--- src/rtl/price_feed_gen.sv ---
// Quote-pair stimulus generator for matching_engine: an LFSR random-walk mid price
// emitted as non-crossing pairs, with crossing pairs injected periodically in mode 2'b10.
module price_feed_gen #(
    parameter int          WIDTH       = 8,
    parameter int          MID_INIT    = 75,
    parameter int          HALF_SPREAD = 8,
    parameter int          HOLD_CYCLES = 4,
    parameter int          CROSS_EVERY = 8,
    parameter logic [15:0] LFSR_SEED   = 16'hACE1
) (
    input  logic             clk,
    input  logic             reset,
    input  logic             enable,
    input  logic [1:0]       mode,
    output logic [WIDTH-1:0] buy_price,
    output logic [WIDTH-1:0] sell_price,
    output logic             price_valid,
    output logic             new_pair,
    output logic             cross_expected,
    output logic [15:0]      step_count
);

    typedef enum logic [1:0] {
        IDLE,
        QUIET,
        CROSS
    } state_t;

    // An all-zero seed would lock the LFSR, so it is replaced at elaboration.
    localparam logic [15:0]          SEED_EFF  = (LFSR_SEED == 16'h0000) ? 16'h0001 : LFSR_SEED;
    localparam logic [15:0]          LFSR_MASK = 16'hB400;
    localparam logic [7:0]           HOLD_LAST = 8'(HOLD_CYCLES - 1);
    localparam logic [7:0]           CROSS_CNT = 8'(CROSS_EVERY);
    localparam logic [WIDTH-1:0]     SPREAD    = WIDTH'(HALF_SPREAD);
    localparam logic signed [WIDTH+1:0] MID_LO = (WIDTH+2)'(HALF_SPREAD);
    localparam logic signed [WIDTH+1:0] MID_HI = (WIDTH+2)'((1 << WIDTH) - 1 - HALF_SPREAD);

    state_t             state, state_n;
    logic [WIDTH-1:0]   mid, mid_n;
    logic [15:0]        lfsr, lfsr_n;
    logic [7:0]         hold_cnt, hold_n;
    logic [7:0]         quiet_cnt, quiet_n;
    logic [WIDTH-1:0]   buy_q, buy_n;
    logic [WIDTH-1:0]   sell_q, sell_n;
    logic               valid_q, valid_n;
    logic               new_q, new_n;
    logic               cross_q, cross_n;
    logic [15:0]        steps_q, steps_n;

    logic [1:0]              eff_mode;
    logic                    step;
    logic                    is_cross;
    logic [15:0]             lfsr_adv;
    logic signed [WIDTH+1:0] delta;
    logic signed [WIDTH+1:0] mid_sum;
    logic [WIDTH-1:0]        mid_clamped;

    // Random-walk helpers: next LFSR value and the clamped next mid price.
    always_comb begin
        lfsr_adv = {1'b0, lfsr[15:1]} ^ (lfsr[0] ? LFSR_MASK : 16'h0000);
        case (lfsr[1:0])
            2'b00:   delta = (WIDTH+2)'(-2);
            2'b01:   delta = (WIDTH+2)'(-1);
            2'b10:   delta = (WIDTH+2)'(1);
            default: delta = (WIDTH+2)'(2);
        endcase
        mid_sum = $signed({2'b00, mid}) + delta;
        if (mid_sum < MID_LO)
            mid_clamped = MID_LO[WIDTH-1:0];
        else if (mid_sum > MID_HI)
            mid_clamped = MID_HI[WIDTH-1:0];
        else
            mid_clamped = mid_sum[WIDTH-1:0];
    end

    // Next-state and output logic; disabled cycles freeze everything but drop valid.
    always_comb begin
        eff_mode = (mode == 2'b11) ? 2'b01 : mode;
        step     = enable && (eff_mode != 2'b00) && ((state == IDLE) || (hold_cnt == HOLD_LAST));
        is_cross = (eff_mode == 2'b10) && (quiet_cnt == CROSS_CNT);

        state_n = state;
        mid_n   = mid;
        lfsr_n  = lfsr;
        hold_n  = hold_cnt;
        quiet_n = quiet_cnt;
        buy_n   = buy_q;
        sell_n  = sell_q;
        valid_n = 1'b0;
        new_n   = 1'b0;
        cross_n = cross_q;
        steps_n = steps_q;

        if (enable) begin
            if (eff_mode == 2'b00) begin
                state_n = IDLE;
                cross_n = 1'b0;
            end else if (step) begin
                hold_n  = 8'd0;
                valid_n = 1'b1;
                new_n   = 1'b1;
                steps_n = steps_q + 16'd1;
                lfsr_n  = lfsr_adv;
                mid_n   = mid_clamped;
                if (is_cross) begin
                    state_n = CROSS;
                    buy_n   = mid + WIDTH'(1);
                    sell_n  = mid - WIDTH'(1);
                    cross_n = 1'b1;
                    quiet_n = 8'd0;
                end else begin
                    state_n = QUIET;
                    buy_n   = mid - SPREAD;
                    sell_n  = mid + SPREAD;
                    cross_n = 1'b0;
                    quiet_n = (eff_mode == 2'b10) ? quiet_cnt + 8'd1 : 8'd0;
                end
            end else begin
                hold_n  = hold_cnt + 8'd1;
                valid_n = 1'b1;
            end
        end
    end

    always_ff @(posedge clk or posedge reset) begin
        if (reset) begin
            state     <= IDLE;
            mid       <= WIDTH'(MID_INIT);
            lfsr      <= SEED_EFF;
            hold_cnt  <= 8'd0;
            quiet_cnt <= 8'd0;
            buy_q     <= '0;
            sell_q    <= '0;
            valid_q   <= 1'b0;
            new_q     <= 1'b0;
            cross_q   <= 1'b0;
            steps_q   <= 16'd0;
        end else begin
            state     <= state_n;
            mid       <= mid_n;
            lfsr      <= lfsr_n;
            hold_cnt  <= hold_n;
            quiet_cnt <= quiet_n;
            buy_q     <= buy_n;
            sell_q    <= sell_n;
            valid_q   <= valid_n;
            new_q     <= new_n;
            cross_q   <= cross_n;
            steps_q   <= steps_n;
        end
    end

    assign buy_price      = buy_q;
    assign sell_price     = sell_q;
    assign price_valid    = valid_q;
    assign new_pair       = new_q;
    assign cross_expected = cross_q;
    assign step_count     = steps_q;

endmodule

--- config.mk ---
export PLATFORM = sky130hd
export DESIGN_NAME = price_feed_gen
export DESIGN_NICKNAME = d
export VERILOG_FILES = /design/src/rtl/price_feed_gen.sv
export SDC_FILE = /design/constraint.sdc
export NUM_CORES = 1
export LEC_CHECK = 0
export CELL_PAD_IN_SITES_DETAIL_PLACEMENT = 1
export CELL_PAD_IN_SITES_GLOBAL_PLACEMENT = 2
export CORE_ASPECT_RATIO = 1.5
export CORE_MARGIN = 4
export CORE_UTILIZATION = 30
export DETAILED_ROUTE_END_ITERATION = 7
export GPL_TIMING_DRIVEN = 1
export PLACE_DENSITY_LB_ADDON = 0.1
export SLEW_MARGIN = 5
export SYNTH_ARGS = -nofsm -noshare
export SYNTH_HDL_FRONTEND = slang
export SYNTH_SLANG_ARGS = --single-unit
--- constraint.sdc ---
create_clock -name clk -period 3.1 [get_ports clk]
set_input_delay 0.62 -clock clk [delete_from_list [all_inputs] [get_ports clk]]
set_output_delay 0.62 -clock clk [all_outputs]
set_load 0.05 [all_outputs]
==> impl_results.md <==
- Slew Limit Fails: 0
- Syn Area/Cell: 9.370 um^2
- Synth top area cells: dfrtp_1 (37%), nand2_1 (7.6%), dfstp_2 (7.4%), ha_1 (5.9%), xnor2_1 (5.8%)
- Final nets: 542
- Total gr overflow: 0
- Hold Buf Count CTS: 0
- Initial antenna violation count: 0
- Critical path type: reg -> reg
- CP arrival: 3300 ps
- Critical Path Start: lfsr[0]$_DFFE_PP1P_
- Crit path launch type: flop
- Count leader, synth: nand2_1
- Die area: 0.01612 mm^2
- Fin worst setup slack: 65.46 ps
- Seq cells post-synth: 75
- PD cells: 1290 mW/mm^2
- Worst slew margin: 65.27%
- Post-synth EDFFs: 0
- Distinct cells, synth: 61
- Flop pwr share: 22.2%
- HPWL Detailed: 7935 um
- # port buffers: 39
- Hold Crit Class: reg -> reg
- Status: completed
- Slew @ Worst Pin: 519.4 ps
- CTS Buffer Depth: 2
- Largest net degree at the start of global routing: 76
- Sequential cell area fraction in the yosys report: 44.67%
- Top-area cell type share of the netlist area: 37.22%
- Deepest level of the CTS H-tree: 3
- Routed wire per std cell: 16.17 um
- Worst clock skew: 6.733 ps
- RR Startpoint: lfsr[0]$_DFFE_PP1P_
- Post-synth top cells: nand2_1 (86), dfrtp_1 (63), o21ai_1 (41)
- Pleak: 2.383 nW
- Syn_nets: 478
- Total track usage: 13.92%
- Drt total wl: 11040 um
- Sink Count: 75
- Pre-CTS WS: -135.6 ps
- CP Data Required Time: 3370 ps
- Setup_tns: 0 ps
- Max cap viols: 0
- Die Ht: 153.5 um
- Worst vdd ir: 956.6 uV
- DRT antenna net count: 0
- Core box area: 0.01366 mm^2
- Vias per inst: 5.104
- Clk network pwr share: 14.8%
- Async set or reset register ratio after synthesis: 100.0%
- DRC Markers: 0
- Diode count: 0
- CTS tree: built
- Vias: 3486
- CP Capture Type: flop
- F_max: 0.3295 GHz
- Ys Warns: 0
- P_int: 3.952 mW
- Gate Count Post-Synth: 452
- Synthesized area: 0.004235 mm^2
- Fin. Hold Viols: 0
- First-pass detailed-route iteration total: 4
- Number of CTS-inserted buffers: 9
- Die span in x: 105.0 um
- Site Rows: 52
- GPL Wtd Cong: 0.7633
- Most used DFF post-synth: dfrtp_1
- Initial DRC Count: 69
- Vias in the first global route: 3656
- Clk root buf: clkbuf_16
- Hold_sp: lfsr[7]$_DFFE_PP1P_
- First-pass GRT wire length: 18360 um
- Min Tclk post-route: 3035 ps
- Combinational Power Share: 63.0%
- Initial Util: 31.00%
- Synth area leader: dfrtp_1
- Worst-path clk slew: 60 ps
- Net Sw Frac: 45.08%
- Psw: 3.244 mW
- Area Overhead vs Synth: 31.70%
- Layout cell share with drive strength beyond 1: 22.65%
- Crit share post-route: 97.89%
- Final setup viols: 0
- Critical-path maximum fanout: 7
- Worst skew pair latency: 330 ps
- Io pins: 40
[critical path, cell delays in order (launching register included)]
cell       delay (ps)
dfstp_2           540
inv_2              50
ha_4              230
ha_4              170
fa_2              380
a211oi_2          290
o21a_1            190
buf_4             120
o41ai_4            90
buf_4             160
inv_2              60
o31ai_4            70
buf_12            150
a221oi_4          310
a2bb2oi_2         160
[path summary, 6_finish.rpt]
kind | endpoint | slack [ps] | cells past startpoint
max in group asynchronous | mid[3]$_DFFE_PP1P_ | 2040 | 3
min reg2reg | lfsr[6]$_DFFE_PP1P_ | 460 | 2
min | lfsr[6]$_DFFE_PP1P_ | 460 | 2
min in group asynchronous | hold_cnt[2]$_DFFE_PP0P_ | 710 | 3
max | mid[3]$_DFFE_PP1P_ | 70 | 14
max reg2reg | mid[3]$_DFFE_PP1P_ | 70 | 14
[power by group through the flow]
stage	Combinational [mW]	Sequential (mW)	Clock [mW]
4_1_cts	3.74	1.60	1.10
3_5_place_dp	3.49	1.61	0
6_report	4.53	1.60	1.07
3_3_place_gp	3.44	1.61	0
2_1_floorplan	2.02	1.95	0
5_1_grt	4.93	1.64	1.14
[logic make-up after synthesis]
family                     count (synthesis)  share of synthesized area, %
adders and majority gates                 21                         6.381
muxes                                      3                        0.7681
xor gates and xnor gates                  42                         8.686
buffers and inverters                     40                         3.782
AOI/OAI and AO/OA                        103                         16.28
DFF                                       75                         44.67
and+or+nand+nor                          168                         19.44
[through the flow]
step / instances / util, % / area (um^2) / hold WS (ps) / power [mW]
after global routing: 683 / 40.82 / 5578 / 486.5 / 7.712
after detailed placement: 659 / 36.21 / 4947 / 453.2 / 5.100
final: 683 / 40.82 / 5578 / 459.0 / 7.196
after floorplan: 452 / - / 4235 / 434.6 / 3.972
after global placement: 659 / 36.21 / 4947 / 450.3 / 5.042
after CTS: 677 / 38.90 / 5315 / 464.6 / 6.432
[cell usage in the layout, fill, tap and decap left out, types with 4 or more instances in the layout]
cell,netlist,routed
a21oi_1,15,14
a221oi_2,0,4
and3_1,6,6
buf_4,1,26
buf_6,0,5
clkbuf_16,0,9
clkdlybuf4s50_1,0,39
dfrtp_1,63,63
dfstp_2,12,12
ha_1,20,16
inv_1,19,15
inv_2,2,6
nand2_1,86,86
nand3_1,16,16
nand4_1,5,5
nor2_1,21,20
nor3_1,7,7
o21ai_0,6,6
o21ai_1,41,40
xnor2_1,28,25
xor2_1,14,13
[cell type report]
type	count	area, um^2
Clock buffer	10	239.0
Clock inverter	6	63.81
Fill cell	1552	8085
Inverter	21	78.83
Multi-Input combinational cell	337	2420
Sequential cell	75	1892
Tap cell	162	202.7
Timing Repair Buffer	72	681.9
[layer usage]
| layer | share of wire [%] | vias up | GRT usage (%) |
|---|---|---|---|
| met5 | 0 | - | 0 |
| met4 | 1.5 | 0 | 4.941 |
| met3 | 2.3 | 11 | 2.181 |
| met2 | 53 | 41 | 25.41 |
| met1 | 43 | 1742 | 16.39 |
| li1 | - | 1692 | - |
[registers in the layout (all words and copies together), names as in the netlist]
| name | flops |
|---|---|
| new_pair | 1 |
| quiet_cnt | 8 |
| hold_cnt | 8 |
| buy_price | 8 |
| sell_price | 7 |
| price_valid | 1 |
| lfsr | 16 |
| step_count | 16 |
| state | 2 |
| mid | 8 |
[repair_timing]
action	4_1_cts	5_1_grt
gates resized for setup	9	37
pin swaps	4	22
endpoints found under the setup margin	8	8
buffers inserted	2	7
Power figures use the tool's default switching activity.
